`src/rtl/factorial_pkg.sv`:
```
// Shared definitions for the factorial controller/datapath pair.
//   - 3-bit state encodings of the control unit (also exported on state_dbg)
//   - operand / result widths and the largest operand whose factorial fits
package factorial_pkg;

  localparam int N_W   = 4;   // operand n width
  localparam int OUT_W = 32;  // product / factorial_out width
  localparam int N_MAX = 12;  // 12! is the largest factorial that fits in OUT_W bits

  localparam logic [2:0] S_IDLE  = 3'd0;
  localparam logic [2:0] S_LOAD  = 3'd1;
  localparam logic [2:0] S_CHECK = 3'd2;
  localparam logic [2:0] S_MULT  = 3'd3;
  localparam logic [2:0] S_DONE  = 3'd4;
  localparam logic [2:0] S_ERROR = 3'd5;

endpackage

```
`src/rtl/factorial_cu.sv`:
```
// Factorial control unit: Moore FSM sequencing the factorial datapath.
// Ports:
//   clk, rst        clock, asynchronous active-high reset
//   go              level start request
//   a_gt_b          datapath status: down-counter > 1
//   err             datapath status: operand n > 12 (sampled only in IDLE)
//   prod_mux_sel    0 = constant 1, 1 = multiplier result into product register
//   prod_reg_ld     product register load enable
//   cnt_ld, cnt_en  down-counter parallel load / count enable
//   out_mux_sel     1 = product onto factorial_out, 0 = zero
//   done, error     result (or rejection) valid / operand rejected
//   busy            computation in progress
//   state_dbg       current state encoding
module factorial_cu
  import factorial_pkg::*;
(
  input  logic       clk,
  input  logic       rst,
  input  logic       go,
  input  logic       a_gt_b,
  input  logic       err,
  output logic       prod_mux_sel,
  output logic       prod_reg_ld,
  output logic       cnt_ld,
  output logic       cnt_en,
  output logic       out_mux_sel,
  output logic       done,
  output logic       error,
  output logic       busy,
  output logic [2:0] state_dbg
);

  logic [2:0] state_q;
  logic [2:0] state_d;

  always_ff @(posedge clk or posedge rst) begin
    if (rst) begin
      state_q <= S_IDLE;
    end else begin
      state_q <= state_d;
    end
  end

  // Every output is a pure decode of state_q, so reset clears them at once.
  always_comb begin
    state_d      = S_IDLE;  // unused encodings fall back to IDLE
    prod_mux_sel = 1'b0;
    prod_reg_ld  = 1'b0;
    cnt_ld       = 1'b0;
    cnt_en       = 1'b0;
    out_mux_sel  = 1'b0;
    done         = 1'b0;
    error        = 1'b0;
    busy         = 1'b0;

    case (state_q)
      S_IDLE: begin
        if (go) begin
          state_d = err ? S_ERROR : S_LOAD;
        end else begin
          state_d = S_IDLE;
        end
      end

      S_LOAD: begin
        cnt_ld       = 1'b1;
        prod_reg_ld  = 1'b1;
        prod_mux_sel = 1'b0;
        busy         = 1'b1;
        state_d      = S_CHECK;
      end

      S_CHECK: begin
        busy    = 1'b1;
        state_d = a_gt_b ? S_MULT : S_DONE;
      end

      S_MULT: begin
        prod_mux_sel = 1'b1;
        prod_reg_ld  = 1'b1;
        cnt_en       = 1'b1;
        busy         = 1'b1;
        state_d      = S_CHECK;
      end

      // Holding go does not restart; a new run needs go low first.
      S_DONE: begin
        done        = 1'b1;
        out_mux_sel = 1'b1;
        state_d     = go ? S_DONE : S_IDLE;
      end

      S_ERROR: begin
        done        = 1'b1;
        error       = 1'b1;
        out_mux_sel = 1'b0;
        state_d     = go ? S_ERROR : S_IDLE;
      end

      default: begin
        state_d = S_IDLE;
      end
    endcase
  end

  assign state_dbg = state_q;

endmodule

```
`config.mk`:
```
export PLATFORM = sky130hd
export DESIGN_NAME = factorial_cu
export DESIGN_NICKNAME = d
export VERILOG_FILES = /design/src/rtl/factorial_pkg.sv /design/src/rtl/factorial_cu.sv
export SDC_FILE = /design/constraint.sdc
export NUM_CORES = 1
export LEC_CHECK = 0
export ABC_AREA = 1
export CORE_AREA = 2 2 39 41
export DETAILED_ROUTE_END_ITERATION = 10
export DIE_AREA = 0 0 41 43
export GPL_TIMING_DRIVEN = 0
export PLACE_DENSITY_LB_ADDON = 0.25
export RECOVER_POWER = 25
export SYNTH_ARGS = -nofsm -noshare
export SYNTH_HDL_FRONTEND = slang
export SYNTH_SLANG_ARGS = --single-unit
```
`constraint.sdc`:
```
create_clock -name clk -period 1 [get_ports clk]
set_input_delay 0.3 -clock clk [delete_from_list [all_inputs] [get_ports clk]]
set_output_delay 0.3 -clock clk [all_outputs]
set_load 0.05 [all_outputs]
```
* Yosys cells after proc, flatten, opt, wreduce, memory -nomap -nowiden
Index checks and enable logic that the tools add are counted.
Word-level totals: register bits 3, output and inout port bits 11, word-level logic and storage cells 23
Cells by class: equal/unequal tests 5, reduce and logical (&&, ||, !) cells 4, multiplexer cells 13
Operator list (number):
- two-way mux 3 bit | 5
- one-hot mux 3 bit (5 select lines) | 1
- two-way mux 1 bit | 7
- equality test 3 x 2 -> 1 bit (second input constant) | 2
- equality test 3 bit (second input constant) | 2
- OR reduction 2 bit | 2
- equality test 3 x 1 -> 1 bit (second input constant) | 1
- logical NOT 3 bit | 1
- OR reduction 3 bit | 1

* Depth between registers and ports, before layout
Gate-level depths: netlist (run 1).
word-level depth 3, mapped depth 5

* Worst setup path before layout (run 1)
Ideal clock, no wire load.
kind register to output, from register state_q[2], in the netlist state_dbg[2], to output port error, data arrival time 1927 ps, setup slack -1227 ps, data required time 700 ps, stages on the path, launching flop included 3, cells stage by stage dfrtp_1 inv_2 nor3_1
On the way: longest elaborated chain between the ends 2
Ends and longest elaborated chain:
- start, declared | RTL line factorial_cu.sv:33 | logic [2:0] state_q;
- start signal, assigned | RTL line factorial_cu.sv:40 | state_q <= state_d;
- equality test 3 bit | RTL line factorial_cu.sv:56 | case (state_q)
- two-way mux 1 bit | RTL line factorial_cu.sv:56
- end, declared | RTL line factorial_cu.sv:28 | output logic error,
No other way between the ends.

* Worst setup path in the final report (run 1)
from register state_q[1], in the netlist state_dbg[1], to output port prod_mux_sel
On the way: longest elaborated chain between the ends 2
Ends and longest elaborated chain:
- equality test 3 x 2 -> 1 bit | RTL line factorial_cu.sv:56
- two-way mux 1 bit | RTL line factorial_cu.sv:56
- end, declared | RTL line factorial_cu.sv:22 | output logic prod_mux_sel,
No other way between the ends.

==> results.ini, run 1 <==
[global_routing]
top_usage_layer=met2
largest_net_degree_at_the_start_of_global_routing=7
grt_pass1_wl_um=1010
antenna_found_initial=0
grt_pass1_vias=277
grt_util_met3_pct=1.57
grt.met2_usage_pct=12.8
global_route.usage.met1_pct=10.1
grt.overflow.total=0
global_route.usage.total_pct=8.77

[worst_setup_path]
timing.critical_path.required_ps=700
critical_path_class=reg -> out
worst_ep_arrival_time_ps=1280
endpoint_kind=primary output
path_max_fanout=3
start_kind=flop

[die]
die_x_um=41
rows=14
die_footprint_sq_um=1760
initial_utilization_pct=14.7
fp.dieH_um=43
io_pins=16
core_area_sq_um=1380

[final_layout]
drive_gt1_share_pct=76.2
nNetsFinal=69
antenna_diode_count=0
storage_cell_area_sq_um=83.8
syn2layout_area_growth_pct=242
filler_cell_count=129
multiInputGateArea_sq_um=174
largest_register_ffs=3

[timing]
fmaxAchievable_mhz=633
hold_viol=0
timing.slew.headroom_pct=88.1
timing.final.crit_share_pct=158
postLayoutSetupSlackWorst_ps=-580
grt_setup_unrepaired=yes
final-max-slew-violation-count=0
fin_worst_skew_ps=1.58
worst-slew-pin-transition_ps=179
finalSetupViolCount=13
hold_slack_ps=370
final_min_period_ps=1580

[clock_network]
clkTransAtPathRegs_ps=40
post_cts_hold_buffer_count=0
cts_tree=built
tritoncts_num_sinks=3
htree_num_levels=1
cts_buffers=3
ctsLongestPathBuffers=2
clk_latency_ps=230
cts_root_buffer=clkbuf_4

[routing]
first_iter_violations=0
drt_pass1_iterations=1
wl_per_cell_um=8.44
ant_nets=0
drt_wl_total_um=667
drt_drc_violations_left=0
avgViaCountPerCell=3.95
vias=312

[synthesis]
synth_seq_area_share_pct=36.8
postSynthNetCount=36
yosysUniqueCellTypes=10
postSynthCellCount=31
avgSynthCellArea_sq_um=6.58
postSynthRegisterBits=3
synthesis.area_sq_um=204
yosysWarningCount=0

[placed_design]
gp_congestion=0.640
port_buffer_cells=15
hpwlAfterDp_um=473

[outcome]
failed_checks=negative setup slack
outcome=finished, violations left

[flow_run]
maxCapViolCount=0

[hold_path]
worst_hold_path_type=in -> async

cell usage after synthesis:
cell	count	area, sq um
nand2_1	4	15.0
dfrtp_1	3	75.1
inv_2	2	7.51
buf_4	1	7.51
nand3_1	8	40.0
inv_1	6	22.5
nor2_1	2	7.51
nand4_1	1	6.26
nor3_1	2	10.0
nor2_2	2	12.5
path summary, 6_finish.rpt:
path	to	from	cells past startpoint	slack, ps
min	state_dbg[1]	rst	2	370
min in group clk	state_dbg[2]	state_dbg[2]	3	690
max	prod_mux_sel	state_dbg[1]	6	-580
max in group asynchronous	state_dbg[2]	rst	2	490
min reg2reg	state_dbg[2]	state_dbg[2]	3	690
max reg2reg	state_dbg[0]	state_dbg[1]	5	-70
repair_timing:
item,in CTS,in global routing
buffers inserted,10,3
endpoints found under the setup margin,14,14
pin swaps,4,3
gates cloned,0,0
gates resized for setup,91,10
layout by cell type (no fill, tap or decap), drive strengths merged:
cell type and instances:
nand4 1, nor3 2, dfrtp 3, dlygate4sd3 1, buf 24, clkdlybuf4s50 3, nand3 8, nand2 4
clkinvlp 2, clkbuf 5, inv 6, nor2 4
stage by stage:
step	util, %	setup slack [ps]	cells	setup TNS [ps]	area, sq um
3_5_place_dp	31.5	-995	62	-9160	435
5_1_grt	50.5	-641	79	-6090	698
4_1_cts	45.9	-594	76	-5510	636
3_3_place_gp	31.5	-991	62	-9110	435
2_1_floorplan	-	-621	31	-4010	265
6_report	50.5	-580	79	-5460	698
logic make-up (layout without fill, tap and decap cells):
family	count (synthesis)	in the layout	synth area share, %
buffers and inverters	9	41	18.4
flip-flops	3	3	36.8
AND/OR/NAND/NOR	19	19	44.8
cell type report:
| type | instances | area share (%) |
|---|---|---|
| Multi-Input combinational cell | 19 | 24.9 |
| Timing Repair Buffer | 28 | 47.8 |
| Clock buffer | 4 | 3.76 |
| Inverter | 8 | 6.45 |
| Tap cell | 16 | 2.87 |
| Buffer | 1 | 2.15 |
| Sequential cell | 3 | 12.0 |
worst max-delay path, cell delays in order, from the launching register on:
cell and delay, ps:
dfrtp_4 500, inv_4 90, nor2_4 40, nand2_4 70, clkinvlp_4 90, buf_8 120
buf_8 140
metal layers:
metal / share of wire [%] / routed length (um)
met1: 37 / 249
met5: 0 / 0
met3: 4.8 / 32
met4: 0 / 0
met2: 58 / 385
Power of run 1 is not shown: default switching activity piles up to over one toggle a cycle in this logic, so the estimate is an artifact.
==> run 2, diff against run 1 <==
--- a/config.mk
+++ b/config.mk
@@ -9,6 +9,7 @@
 export CORE_AREA = 2 2 39 41
 export DETAILED_ROUTE_END_ITERATION = 10
 export DIE_AREA = 0 0 41 43
+export DONT_BUFFER_PORTS = 1
 export GPL_TIMING_DRIVEN = 0
 export PLACE_DENSITY_LB_ADDON = 0.25
 export RECOVER_POWER = 25
==> results.ini, run 2 (synthesis results as in run 1) <==
[timing]
fmaxAchievable_mhz=539  ; -15%
final_min_period_ps=1850  ; +274 ps
finalSetupViolCount=14  ; +1
worst-slew-pin-transition_ps=578  ; +399 ps
fin_worst_skew_ps=0.263  ; -1.32 ps
timing.final.crit_share_pct=185  ; +27 points
timing.slew.headroom_pct=61.4  ; -27 points
final-max-slew-violation-count=0  ; unchanged
hold_slack_ps=231  ; -139 ps
postLayoutSetupSlackWorst_ps=-854  ; -274 ps
hold_viol=0  ; unchanged
grt_setup_unrepaired=yes

[worst_setup_path]
critical_path_class=reg -> out
critical_path_s_slowest_cell=dfrtp_4
start_kind=flop
critical-path-max-stage-delay_ps=590  ; +90 ps
critical_path.n_buffers_inverters=3  ; -1
path_max_fanout=6  ; +3
endpoint_kind=primary output
crit_path_cell_trace=inv_4, nor2_4, nand2_4, clkinvlp_4, buf_8
worst_ep_arrival_time_ps=1550  ; +270 ps
path_delay_family=buffers and inverters
timing.critical_path.required_ps=700  ; about the same

[final_layout]
nNetsFinal=47  ; -32%
filler_cell_count=150  ; +16%
drive_gt1_share_pct=65.9  ; -10 points
layout_common_cells=inv_1 (4), nand3_1 (4), buf_4 (4)
antenna_diode_count=0  ; unchanged
layout.cell_area.non_filler_sq_um=424  ; -39%
largest_register_ffs=3  ; unchanged
syn2layout_area_growth_pct=108

[placed_design]
hpwlAfterDp_um=446  ; -5.9%
port_buffer_cells=0  ; -15
dpl_worst_slack_ps=-666  ; +329 ps
gp_congestion=0.641  ; +0.16%
area_after_dpl_sq_um=285  ; -34%

[routing]
drt_pass1_iterations=1  ; unchanged
drt_drc_violations_left=0  ; unchanged
ant_nets=0  ; unchanged
drt_wl_total_um=598  ; -10%
avgViaCountPerCell=4.16  ; +5.3%
first_iter_violations=0  ; unchanged
wl_per_cell_um=10.5  ; +24%
vias=237  ; -24%

[global_routing]
grt.overflow.total=0  ; unchanged
grt_pass1_vias=232  ; -16%
antenna_found_initial=0  ; unchanged
global_route.usage.total_pct=8.17  ; -0.60 points
largest_net_degree_at_the_start_of_global_routing=8  ; +1
grt_pass1_wl_um=931  ; -8.2%

[clock_network]
clk_latency_ps=230  ; about the same
cts_buffers=3  ; unchanged
clkTransAtPathRegs_ps=40  ; about the same
htree_num_levels=1  ; unchanged
ctsLongestPathBuffers=2  ; unchanged
cts_tree=built
tritoncts_num_sinks=3  ; unchanged
cts_root_buffer=clkbuf_4

[outcome]
outcome=finished, violations left
failed_checks=negative setup slack

[die]
core_area_sq_um=1380  ; unchanged
rows=14  ; unchanged
die_x_um=41  ; unchanged
fp.dieH_um=43  ; unchanged
initial_utilization_pct=14.7  ; unchanged
die_footprint_sq_um=1760  ; unchanged
io_pins=16  ; unchanged

[flow_run]
maxCapViolCount=0  ; unchanged

[hold_path]
worst_hold_path_type=in -> reg

-- run 2: what timing repair did --
item,CTS,global route
hold buffers,1,0
hold endpoints to repair,3,0
resized for setup,10,3
pin swaps,4,4
endpoints found under the setup margin,14,14
setup buffers,4,2
-- run 2: worst reg2reg max path: stages (launching register included) --
cell     delay, ps
dfrtp_4        560
inv_6           90
nor2_2         460
nand2_1        120
nand3_1        120
-- run 2: cell type report --
type / count / area (sq um) / share of cell area [%]
tap: 16 / 20.0 / 4.72
timing repair buffer: 6 / 51.3 / 12.1
clock buffer: 4 / 26.3 / 6.19
inverter: 8 / 45.0 / 10.6
buffer: 1 / 15.0 / 3.54
sequential: 3 / 86.3 / 20.4
multi-input combinational: 19 / 180 / 42.5
-- run 2: path summary, 6_finish.rpt --
check	from	end	slack, ps	cells past startpoint
worst max-delay path	state_dbg[1]	prod_mux_sel	-850	5
worst min register to register	state_dbg[2]	state_dbg[0]	830	2
worst max register to register	state_dbg[2]	state_dbg[2]	-420	4
worst min-delay path	go	state_dbg[2]	230	2
max in group asynchronous	rst	state_dbg[1]	480	2
min in group asynchronous	rst	state_dbg[0]	370	2
-- run 2: through the flow --
stage / instances / util (%) / TNS [ps]
after floorplan: 31 / - / -4010
after global placement: 47 / 20.6 / -4590
after detailed placement: 47 / 20.6 / -4660
after CTS: 56 / 28.9 / -6890
after global routing: 57 / 30.7 / -7360
final: 57 / 30.7 / -6760
-- run 2: per-layer routing --
metal	routed length, um	GRT usage (%)	vias to the layer above
met4	0	6.00	0
li1	-	-	118
met2	347	12.5	8
met5	0	0	-
met1	213	8.14	111
met3	38	3.66	0
Power of run 2 is left out for the same reason.
==> run 3, diff against run 2 <==
--- a/config.mk
+++ b/config.mk
@@ -7,6 +7,7 @@
 export LEC_CHECK = 0
 export ABC_AREA = 1
 export CORE_AREA = 2 2 39 41
+export CTS_BUF_LIST = sky130_fd_sc_hd__clkbuf_8
 export DETAILED_ROUTE_END_ITERATION = 10
 export DIE_AREA = 0 0 41 43
 export DONT_BUFFER_PORTS = 1
==> results.ini, run 3 (synthesis results as in run 1) <==
[clock_network]
clk_latency_ps=210  ; -20 ps
cts_buffers=3  ; unchanged
clkTransAtPathRegs_ps=30  ; about the same
tritoncts_num_sinks=3  ; unchanged
cts_tree=built
htree_num_levels=1  ; unchanged
ctsLongestPathBuffers=2  ; unchanged
cts_root_buffer=clkbuf_8

[final_layout]
drive_gt1_share_pct=65.9  ; unchanged
layout.cells.most_common=inv_1
syn2layout_area_growth_pct=117
largest_register_ffs=3  ; unchanged
antenna_diode_count=0  ; unchanged
layout.cell_area.non_filler_sq_um=443  ; +4.4%
layout_common_cells=inv_1 (5), nand3_1 (4), buf_4 (4)
nNetsFinal=47  ; unchanged

[routing]
avgViaCountPerCell=4.16  ; unchanged
wl_per_cell_um=10.6  ; +1.2%
drt_wl_total_um=605  ; +1.2%
ant_nets=0  ; unchanged
drt_drc_violations_left=0  ; unchanged
first_iter_violations=0  ; unchanged
drt_pass1_iterations=1  ; unchanged
vias=237  ; unchanged

[global_routing]
global_route.usage.total_pct=8.27  ; +0.10 points
antenna_found_initial=0  ; unchanged
largest_net_degree_at_the_start_of_global_routing=8  ; unchanged
grt_pass1_wl_um=945  ; +1.5%
grt_pass1_vias=233  ; +0.43%
grt.overflow.total=0  ; unchanged

[outcome]
outcome=finished, violations left
failed_checks=negative setup slack

[timing]
final-max-slew-violation-count=0  ; unchanged
timing.final.crit_share_pct=184  ; -1.8 points
grt_setup_unrepaired=yes
postLayoutSetupSlackWorst_ps=-837  ; +17.7 ps
final_min_period_ps=1840  ; -17.7 ps
worst-slew-pin-transition_ps=578  ; unchanged
hold_viol=0  ; unchanged
timing.slew.headroom_pct=61.4  ; unchanged
fmaxAchievable_mhz=544  ; +0.97%
finalSetupViolCount=14  ; unchanged
fin_worst_skew_ps=0.218  ; -0.0444 ps

[placed_design]
hpwlAfterDp_um=446  ; unchanged
gp_congestion=0.641  ; unchanged
port_buffer_cells=0  ; unchanged
area_after_dpl_sq_um=285  ; unchanged

[die]
core_area_sq_um=1380  ; unchanged
die_footprint_sq_um=1760  ; unchanged
rows=14  ; unchanged
fp.dieH_um=43  ; unchanged
initial_utilization_pct=14.7  ; unchanged
die_x_um=41  ; unchanged
io_pins=16  ; unchanged

[flow_run]
maxCapViolCount=0  ; unchanged

[worst_setup_path]
worst_ep_arrival_time_ps=1540  ; about the same
timing.reg2reg.worst_path_depth=4  ; unchanged
timing.critical_path.required_ps=700  ; about the same
critical_path_class=reg -> out
start_kind=flop
endpoint_kind=primary output
path_max_fanout=6  ; unchanged

[hold_path]
worst_hold_path_type=in -> reg
number_of_cells_on_the_worst_hold_path=2  ; unchanged

==> run 3: cell count changes in the layout (fill, tap and decap cells not counted), sizes merged <==
| cell | delta |
|---|---|
| inv | +1 |
| clkbuf | -1 |
==> run 3: path summary, 6_finish.rpt <==
kind                                   start            to  slack [ps]
worst max-delay path            state_dbg[1]  prod_mux_sel        -840
worst min-delay path                      go  state_dbg[2]         250
worst max register to register  state_dbg[2]  state_dbg[2]        -420
worst min register to register  state_dbg[2]  state_dbg[0]         830
max in group asynchronous                rst  state_dbg[2]         470
min in group asynchronous                rst  state_dbg[1]         390
==> run 3: area by class of cell <==
cell class / count / area (sq um)
fillers: 149 / 941
multi-input cells: 19 / 180
flip-flops and latches: 3 / 86.3
repair buffers: 6 / 51.3
inverters: 8 / 45.0
clock buffers: 3 / 41.3
well taps: 16 / 20.0
plain buffers: 1 / 15.0
clock inverters: 1 / 3.75
==> run 3: worst max-delay path, cell delays in order, from the launching register on <==
cell and delay (ps):
dfrtp_4 590, inv_4 110, nor2_4 40, nand2_4 70, clkinvlp_4 260, buf_8 250
==> run 3: repair_timing <==
item / 4_1_cts / 5_1_grt
buffers inserted: 4 / 2
setup endpoints to repair: 14 / 14
hold buffers: 1 / 0
endpoints found under the hold margin: 3 / 0
pin swaps: 4 / 4
gates cloned: 0 / 0
gates resized for setup: 10 / 3
==> run 3: metal layers <==
layer	global-route usage, %	wire length (um)	vias to the layer above	share of wire (%)
met3	3.66	37	0	6.1
met5	0	0	-	0
met2	12.5	347	8	57
li1	-	-	118	-
met4	6.00	0	0	0
met1	8.47	220	111	36
==> run 3: through the flow <==
stage	TNS, ps	utilization (%)	hold slack [ps]	setup WS, ps	instances
3_3_place_gp	-4590	20.6	62.3	-663	47
4_1_cts	-6640	30.3	252	-852	56
2_1_floorplan	-4010	-	53.6	-621	31
5_1_grt	-7080	32.0	251	-884	57
6_report	-6570	32.0	248	-837	57
3_5_place_dp	-4660	20.6	64.3	-666	47
Power of run 3 is left out for the same reason.
